**config.mk**
```make
export PLATFORM = sky130hd
export DESIGN_NAME = approx_adder_pipe
export DESIGN_NICKNAME = d
export VERILOG_FILES = /design/src/rtl/approx_adder_pipe.sv
export SDC_FILE = /design/constraint.sdc
export NUM_CORES = 1
export LEC_CHECK = 0
export BUFFER_PORTS_ARGS = -buffer_cell sky130_fd_sc_hd__buf_2
export CAP_MARGIN = 15
export CORE_MARGIN = 4
export CORE_UTILIZATION = 30
export CTS_CLUSTER_SIZE = 40
export DETAILED_ROUTE_END_ITERATION = 7
export HOLD_SLACK_MARGIN = 0.02
export REMOVE_ABC_BUFFERS = 1
export SYNTH_ARGS = -nofsm -noshare
export SYNTH_HDL_FRONTEND = slang
export SYNTH_SLANG_ARGS = --single-unit
```
**constraint.sdc**
```tcl
create_clock -name clk -period 8.4 [get_ports clk]
set_clock_uncertainty 0.15 [all_clocks]
set_input_delay 2.52 -clock clk [delete_from_list [all_inputs] [get_ports clk]]
set_output_delay 2.52 -clock clk [all_outputs]
set_load 0.05 [all_outputs]
```
**src/rtl/approx_adder_pipe.sv**
```systemverilog
`default_nettype none
//============================================================================
// Module  : approx_adder_pipe
// Purpose : Two-stage pipelined approximate adder. The low LOW_BITS sum bits
//           come from a rank-RANK compressor (factors f[k]) expanded through
//           basis H. The high part adds the upper operand bits plus a
//           predicted carry. 'exact' bypasses the approximation per
//           transaction.
// Ports   : clk, rst            - clock, synchronous active-high reset
//           in_valid/in_ready   - operand handshake (a, b, cin, exact)
//           out_valid/out_ready - result handshake (sum, WIDTH+1 bits)
//           err_clr/err_cnt     - mismatch counter clear / saturating count
// Options : APPROX_ERR_MON_EN   - builds the exact-sum error monitor; when
//                                 undefined err_cnt is tied to 0 and
//                                 err_clr is ignored.
// Revision: 1.0 - initial release
//============================================================================
module approx_adder_pipe #(
    parameter int WIDTH    = 32,
    parameter int LOW_BITS = 5,
    parameter int RANK     = 1,
    parameter logic [RANK*LOW_BITS-1:0] MA = '1,
    parameter logic [RANK*LOW_BITS-1:0] MB = '1,
    parameter logic [RANK-1:0]          MC = '1,
    parameter logic [RANK*LOW_BITS-1:0] H  = '1
) (
    input  logic             clk,
    input  logic             rst,
    input  logic             in_valid,
    output logic             in_ready,
    input  logic [WIDTH-1:0] a,
    input  logic [WIDTH-1:0] b,
    input  logic             cin,
    input  logic             exact,
    output logic             out_valid,
    input  logic             out_ready,
    output logic [WIDTH:0]   sum,
    input  logic             err_clr,
    output logic [15:0]      err_cnt
);
    localparam int c_HI_W = WIDTH - LOW_BITS;

    // ------------------------------------------------------------------
    // Stage-1 input logic
    // ------------------------------------------------------------------
    logic [RANK-1:0]   w_f;
    logic [LOW_BITS:0] w_lo_exact;
    logic              w_carry;

    for (genvar k = 0; k < RANK; k++) begin : g_factor
        assign w_f[k] = ~((^(a[LOW_BITS-1:0] & MA[k*LOW_BITS +: LOW_BITS])) ^
                          (^(b[LOW_BITS-1:0] & MB[k*LOW_BITS +: LOW_BITS])) ^
                          (cin & MC[k]));
    end

    assign w_lo_exact = {1'b0, a[LOW_BITS-1:0]} + {1'b0, b[LOW_BITS-1:0]} +
                        {{LOW_BITS{1'b0}}, cin};

    // Exact transactions reuse the carry slot for the true low-part carry, so
    // the stage-2 adder yields a+b+cin without a second full-width adder.
    assign w_carry = exact ? w_lo_exact[LOW_BITS] : (a[LOW_BITS-1] & b[LOW_BITS-1]);

    // ------------------------------------------------------------------
    // Registers
    // ------------------------------------------------------------------
    logic              r_s1_valid_q, w_s1_valid_d;
    logic              r_s2_valid_q, w_s2_valid_d;
    logic [WIDTH:0]    r_sum_q,      w_sum_d;
    logic [RANK-1:0]   r_s1_f_q,     w_s1_f_d;
    logic [c_HI_W-1:0] r_s1_ah_q,    w_s1_ah_d;
    logic [c_HI_W-1:0] r_s1_bh_q,    w_s1_bh_d;
    logic              r_s1_carry_q, w_s1_carry_d;
    logic              r_s1_exact_q, w_s1_exact_d;
    logic [LOW_BITS-1:0] r_s1_xlo_q, w_s1_xlo_d;

    logic w_s1_load, w_s2_load, w_s1_take, w_s2_take;

    // Handshake: S2 frees up when empty or draining; S1 when empty or moving on.
    always_comb begin
        w_s2_load    = ~r_s2_valid_q | out_ready;
        w_s1_load    = ~r_s1_valid_q | w_s2_load;
        w_s1_take    = w_s1_load & in_valid;
        w_s2_take    = w_s2_load & r_s1_valid_q;
        w_s1_valid_d = w_s1_load ? in_valid : r_s1_valid_q;
        w_s2_valid_d = w_s2_load ? r_s1_valid_q : r_s2_valid_q;
    end

    assign in_ready  = w_s1_load;
    assign out_valid = r_s2_valid_q;
    assign sum       = r_sum_q;

    always_comb begin
        w_s1_f_d     = r_s1_f_q;
        w_s1_ah_d    = r_s1_ah_q;
        w_s1_bh_d    = r_s1_bh_q;
        w_s1_carry_d = r_s1_carry_q;
        w_s1_exact_d = r_s1_exact_q;
        w_s1_xlo_d   = r_s1_xlo_q;
        if (w_s1_take) begin
            w_s1_f_d     = w_f;
            w_s1_ah_d    = a[WIDTH-1:LOW_BITS];
            w_s1_bh_d    = b[WIDTH-1:LOW_BITS];
            w_s1_carry_d = w_carry;
            w_s1_exact_d = exact;
            w_s1_xlo_d   = w_lo_exact[LOW_BITS-1:0];
        end
    end

    // ------------------------------------------------------------------
    // Stage-2 logic: expansion of factors and high-part addition
    // ------------------------------------------------------------------
    logic [LOW_BITS-1:0] w_lo_approx;
    logic [c_HI_W:0]     w_high;
    logic [WIDTH:0]      w_sum_new;

    always_comb begin
        w_lo_approx = '0;
        for (int k = 0; k < RANK; k++) begin
            w_lo_approx = w_lo_approx |
                          ({LOW_BITS{r_s1_f_q[k]}} & H[k*LOW_BITS +: LOW_BITS]);
        end
        w_high    = {1'b0, r_s1_ah_q} + {1'b0, r_s1_bh_q} + {{c_HI_W{1'b0}}, r_s1_carry_q};
        w_sum_new = {w_high, (r_s1_exact_q ? r_s1_xlo_q : w_lo_approx)};
        w_sum_d   = w_s2_take ? w_sum_new : r_sum_q;
    end

    always_ff @(posedge clk) begin
        if (rst) begin
            r_s1_valid_q <= 1'b0;
            r_s2_valid_q <= 1'b0;
            r_sum_q      <= '0;
        end else begin
            r_s1_valid_q <= w_s1_valid_d;
            r_s2_valid_q <= w_s2_valid_d;
            r_sum_q      <= w_sum_d;
        end
    end

    // Stage-1 payload only matters while r_s1_valid_q is set.
    always_ff @(posedge clk) begin
        r_s1_f_q     <= w_s1_f_d;
        r_s1_ah_q    <= w_s1_ah_d;
        r_s1_bh_q    <= w_s1_bh_d;
        r_s1_carry_q <= w_s1_carry_d;
        r_s1_exact_q <= w_s1_exact_d;
        r_s1_xlo_q   <= w_s1_xlo_d;
    end

    // ------------------------------------------------------------------
    // Error monitor
    // ------------------------------------------------------------------
`ifdef APPROX_ERR_MON_EN
    logic [WIDTH:0] r_s1_xsum_q, w_s1_xsum_d;
    logic           r_s2_mis_q,  w_s2_mis_d;
    logic [15:0]    r_err_cnt_q, w_err_cnt_d;

    always_comb begin
        w_s1_xsum_d = r_s1_xsum_q;
        if (w_s1_take) begin
            w_s1_xsum_d = {1'b0, a} + {1'b0, b} + {{WIDTH{1'b0}}, cin};
        end
        w_s2_mis_d = r_s2_mis_q;
        if (w_s2_take) begin
            w_s2_mis_d = (w_sum_new != r_s1_xsum_q);
        end
        // Clear wins over a coincident increment.
        w_err_cnt_d = r_err_cnt_q;
        if (err_clr) begin
            w_err_cnt_d = '0;
        end else if (r_s2_valid_q && out_ready && r_s2_mis_q && (r_err_cnt_q != 16'hFFFF)) begin
            w_err_cnt_d = r_err_cnt_q + 16'd1;
        end
    end

    always_ff @(posedge clk) begin
        r_s1_xsum_q <= w_s1_xsum_d;
    end

    always_ff @(posedge clk) begin
        if (rst) begin
            r_s2_mis_q  <= 1'b0;
            r_err_cnt_q <= '0;
        end else begin
            r_s2_mis_q  <= w_s2_mis_d;
            r_err_cnt_q <= w_err_cnt_d;
        end
    end

    assign err_cnt = r_err_cnt_q;
`else
    logic w_unused_err_clr;
    assign w_unused_err_clr = err_clr;
    assign err_cnt          = 16'd0;
`endif

endmodule
`default_nettype wire

```
==> out/metrics.cfg <==
[worst_setup_path]
start_kind = input pin
worstSetupPathType = in -> out
cp_max_fo = 5
worst_ep_arrival_time_ns = 3.20
endpoint_kind = output pin
required_ns = 5.73

[final_layout]
fillers = 1608
utilization_pct = 37.03
layout_commonest_cell = buf_2
drive_gt1_share_pct = 23.67
areaGrowthSynthToFinish_pct = 20.27
n_antenna_cell = 0
finish.net_count = 662
final_cell_mix = 104 x buf_2, 62 x edfxtp_1, 55 x nand2_1

[drt]
drtIter0Drc = 211
ant_nets = 0
viasPerCell = 4.754
wire_per_inst_um = 14.38
vias = 3699
drc = 0
wirelength_um = 11190
dr.pass1.iters = 4

[timing]
hold_viol_final = 0
final_max_slew_viol_count = 0
fin_crit_sh_pct = 69.85
fmax_mhz = 170.4
finalSetupViolCount = 0
final.setup.tns_ns = 0
tightest_slew_ns = 1.053
final.min_clock_period_ns = 5.867
rsz0062_at_grt = no
slew_headroom_pct = 29.51

[grt]
grt_pass1_vias = 3865
grt_pass1_wl_um = 18040
grt_max_degree = 63
gr-total-overflow = 0
grtUsageTotal_pct = 12.31
antenna_found_initial = 2

[cts]
cts.clk_slew.worst_paths_ns = 0.07
cts_buffers = 9
cts_hold_buf = 0
clkLatencyLatePin_ns = 0.35
cts_max_level = 3
cts_tree = done
cts_resized = 0
cts_root_buffer = clkbuf_16
numClockSinks = 97
cts_setup_buffers = 0
clk_path_buf_depth = 2

[synthesis]
synth_async_sr_flop_share_pct = 0
synth_cells = 455
synth-warning-count = 0
synth_area_sq_um = 4926
ys_types = 54
yosysSeqAreaShare_pct = 52.02
synth_edf_count = 62
synth_flop_cell = edfxtp_1
yosys_register_bits = 97
syn_area_per_cell_sq_um = 10.83

[run_status]
status = finished, final reports clean

[die]
ios = 122
fp.dieW_um = 136.1
coreArea_sq_um = 16000
die_area_sq_um = 18530
num_rows = 46
die_h_um = 136.1
initial_core_util_pct = 30.79

[pwr]
cellLeakagePower_nw = 2.485
total_power_mw = 1.258
ir_worst_vdd_mv = 0.1196
powerDensity_nw_per_um2 = 212.4

[placed_design]
port_buffers = 104
gp_congestion = 0.9090
hpwl_um = 8368

[job]
drv_cap = 0

[min_path]
hp-class = reg -> reg

[sequential cells by signal, summed over array words and instances, names as in the netlist]
register	count
r_s1_valid_q	1
r_s1_carry_q	1
r_s1_bh_q	27
r_s1_exact_q	1
out_valid	1
r_s1_ah_q	27
r_s1_xlo_q	5
sum	33
r_s1_f_q	1
[cell usage after synthesis (2+ instances only)]
master    instances  area share [%]
a211oi_1          8             1.2
a21boi_0          2            0.30
a21o_1           13             2.0
a21oi_1          39             4.0
a31oi_1           3            0.38
and2_1            4            0.51
and3_1            2            0.25
and4_1            2            0.36
buf_4            16             2.4
clkbuf_1         13            0.99
dfxtp_1          35              14
edfxtp_1         62              38
fa_1              4             1.6
ha_1             30             7.6
inv_1            11            0.84
nand2_1          55             4.2
nand2b_1          3            0.38
nand3_1           2            0.20
nand4_1           6            0.76
nor2_1           24             1.8
nor2b_1           6            0.76
nor3_1           12             1.2
o21a_1            2            0.30
o21ai_0          33             3.4
o21ai_2           2            0.36
o21bai_1          4            0.61
o31ai_1           2            0.30
or3_1             3            0.38
xnor2_1          21             3.7
xor2_1           12             2.1
[power breakdown]
group          total [mW]  switching [mW]  internal (mW)
clock               0.429           0.178          0.250
sequential          0.560          0.0141          0.546
combinational       0.270           0.178         0.0914
[worst paths after layout]
kind / startpoint / slack, ns / cells after the start / endpoint
worst max-delay path: out_ready / 2.53 / 4 / in_ready
worst min-delay path: sum[10]$_SDFFE_PP0P_ / 0.30 / 2 / sum[10]$_SDFFE_PP0P_
worst max register to register: r_s1_ah_q[0]$_DFFE_PP_ / 5.17 / 10 / sum[31]$_SDFFE_PP0P_
worst min register to register: sum[10]$_SDFFE_PP0P_ / 0.30 / 2 / sum[10]$_SDFFE_PP0P_
[metal layers]
| layer | up-vias | global-route usage, % | wire length, um |
|---|---|---|---|
| li1 | 1818 | - | - |
| met1 | 1701 | 13.80 | 4612 |
| met2 | 144 | 21.30 | 5399 |
| met3 | 32 | 4.552 | 914 |
| met4 | 4 | 4.647 | 234 |
| met5 | - | 0 | 26 |
[stage by stage]
stage	worst slack, ns	hold slack [ns]	cell area, sq um	std cells
after detailed placement	2.540	0.2943	5612	762
after floorplan	2.661	0.3440	4797	439
after CTS	2.537	0.3056	5924	778
after global routing	2.430	0.3332	5924	778
final	2.533	0.3025	5924	778
after global placement	2.581	0.2877	5612	762
[critical path, cell delays in order]
cell	delay, ns
buf_2	0.09
nor2b_1	0.24
nand2_1	0.11
buf_2	0.22
[final cells by class]
class                      count  area [sq um]  share of cell area (%)
tap                          216         270.3                   4.562
clock inverter                 4         56.30                  0.9504
timing repair buffer         107         543.0                   9.166
clock buffer                  12         256.5                   4.329
sequential                    97          2562                   43.25
inverter                      11         41.29                  0.6969
multi-input combinational    331          2195                   37.04
[cells by family after synthesis]
kind of cell	share of synthesized area, %
xor gates and xnor gates	5.867
DFF	52.02
buffers and inverters	4.597
other	0.07613
adders and majority gates	9.246
muxes	0.3047
and+or+nand+nor	11.74
AOI/OAI and AO/OA	16.15
(Power assumes the default switching activity.)
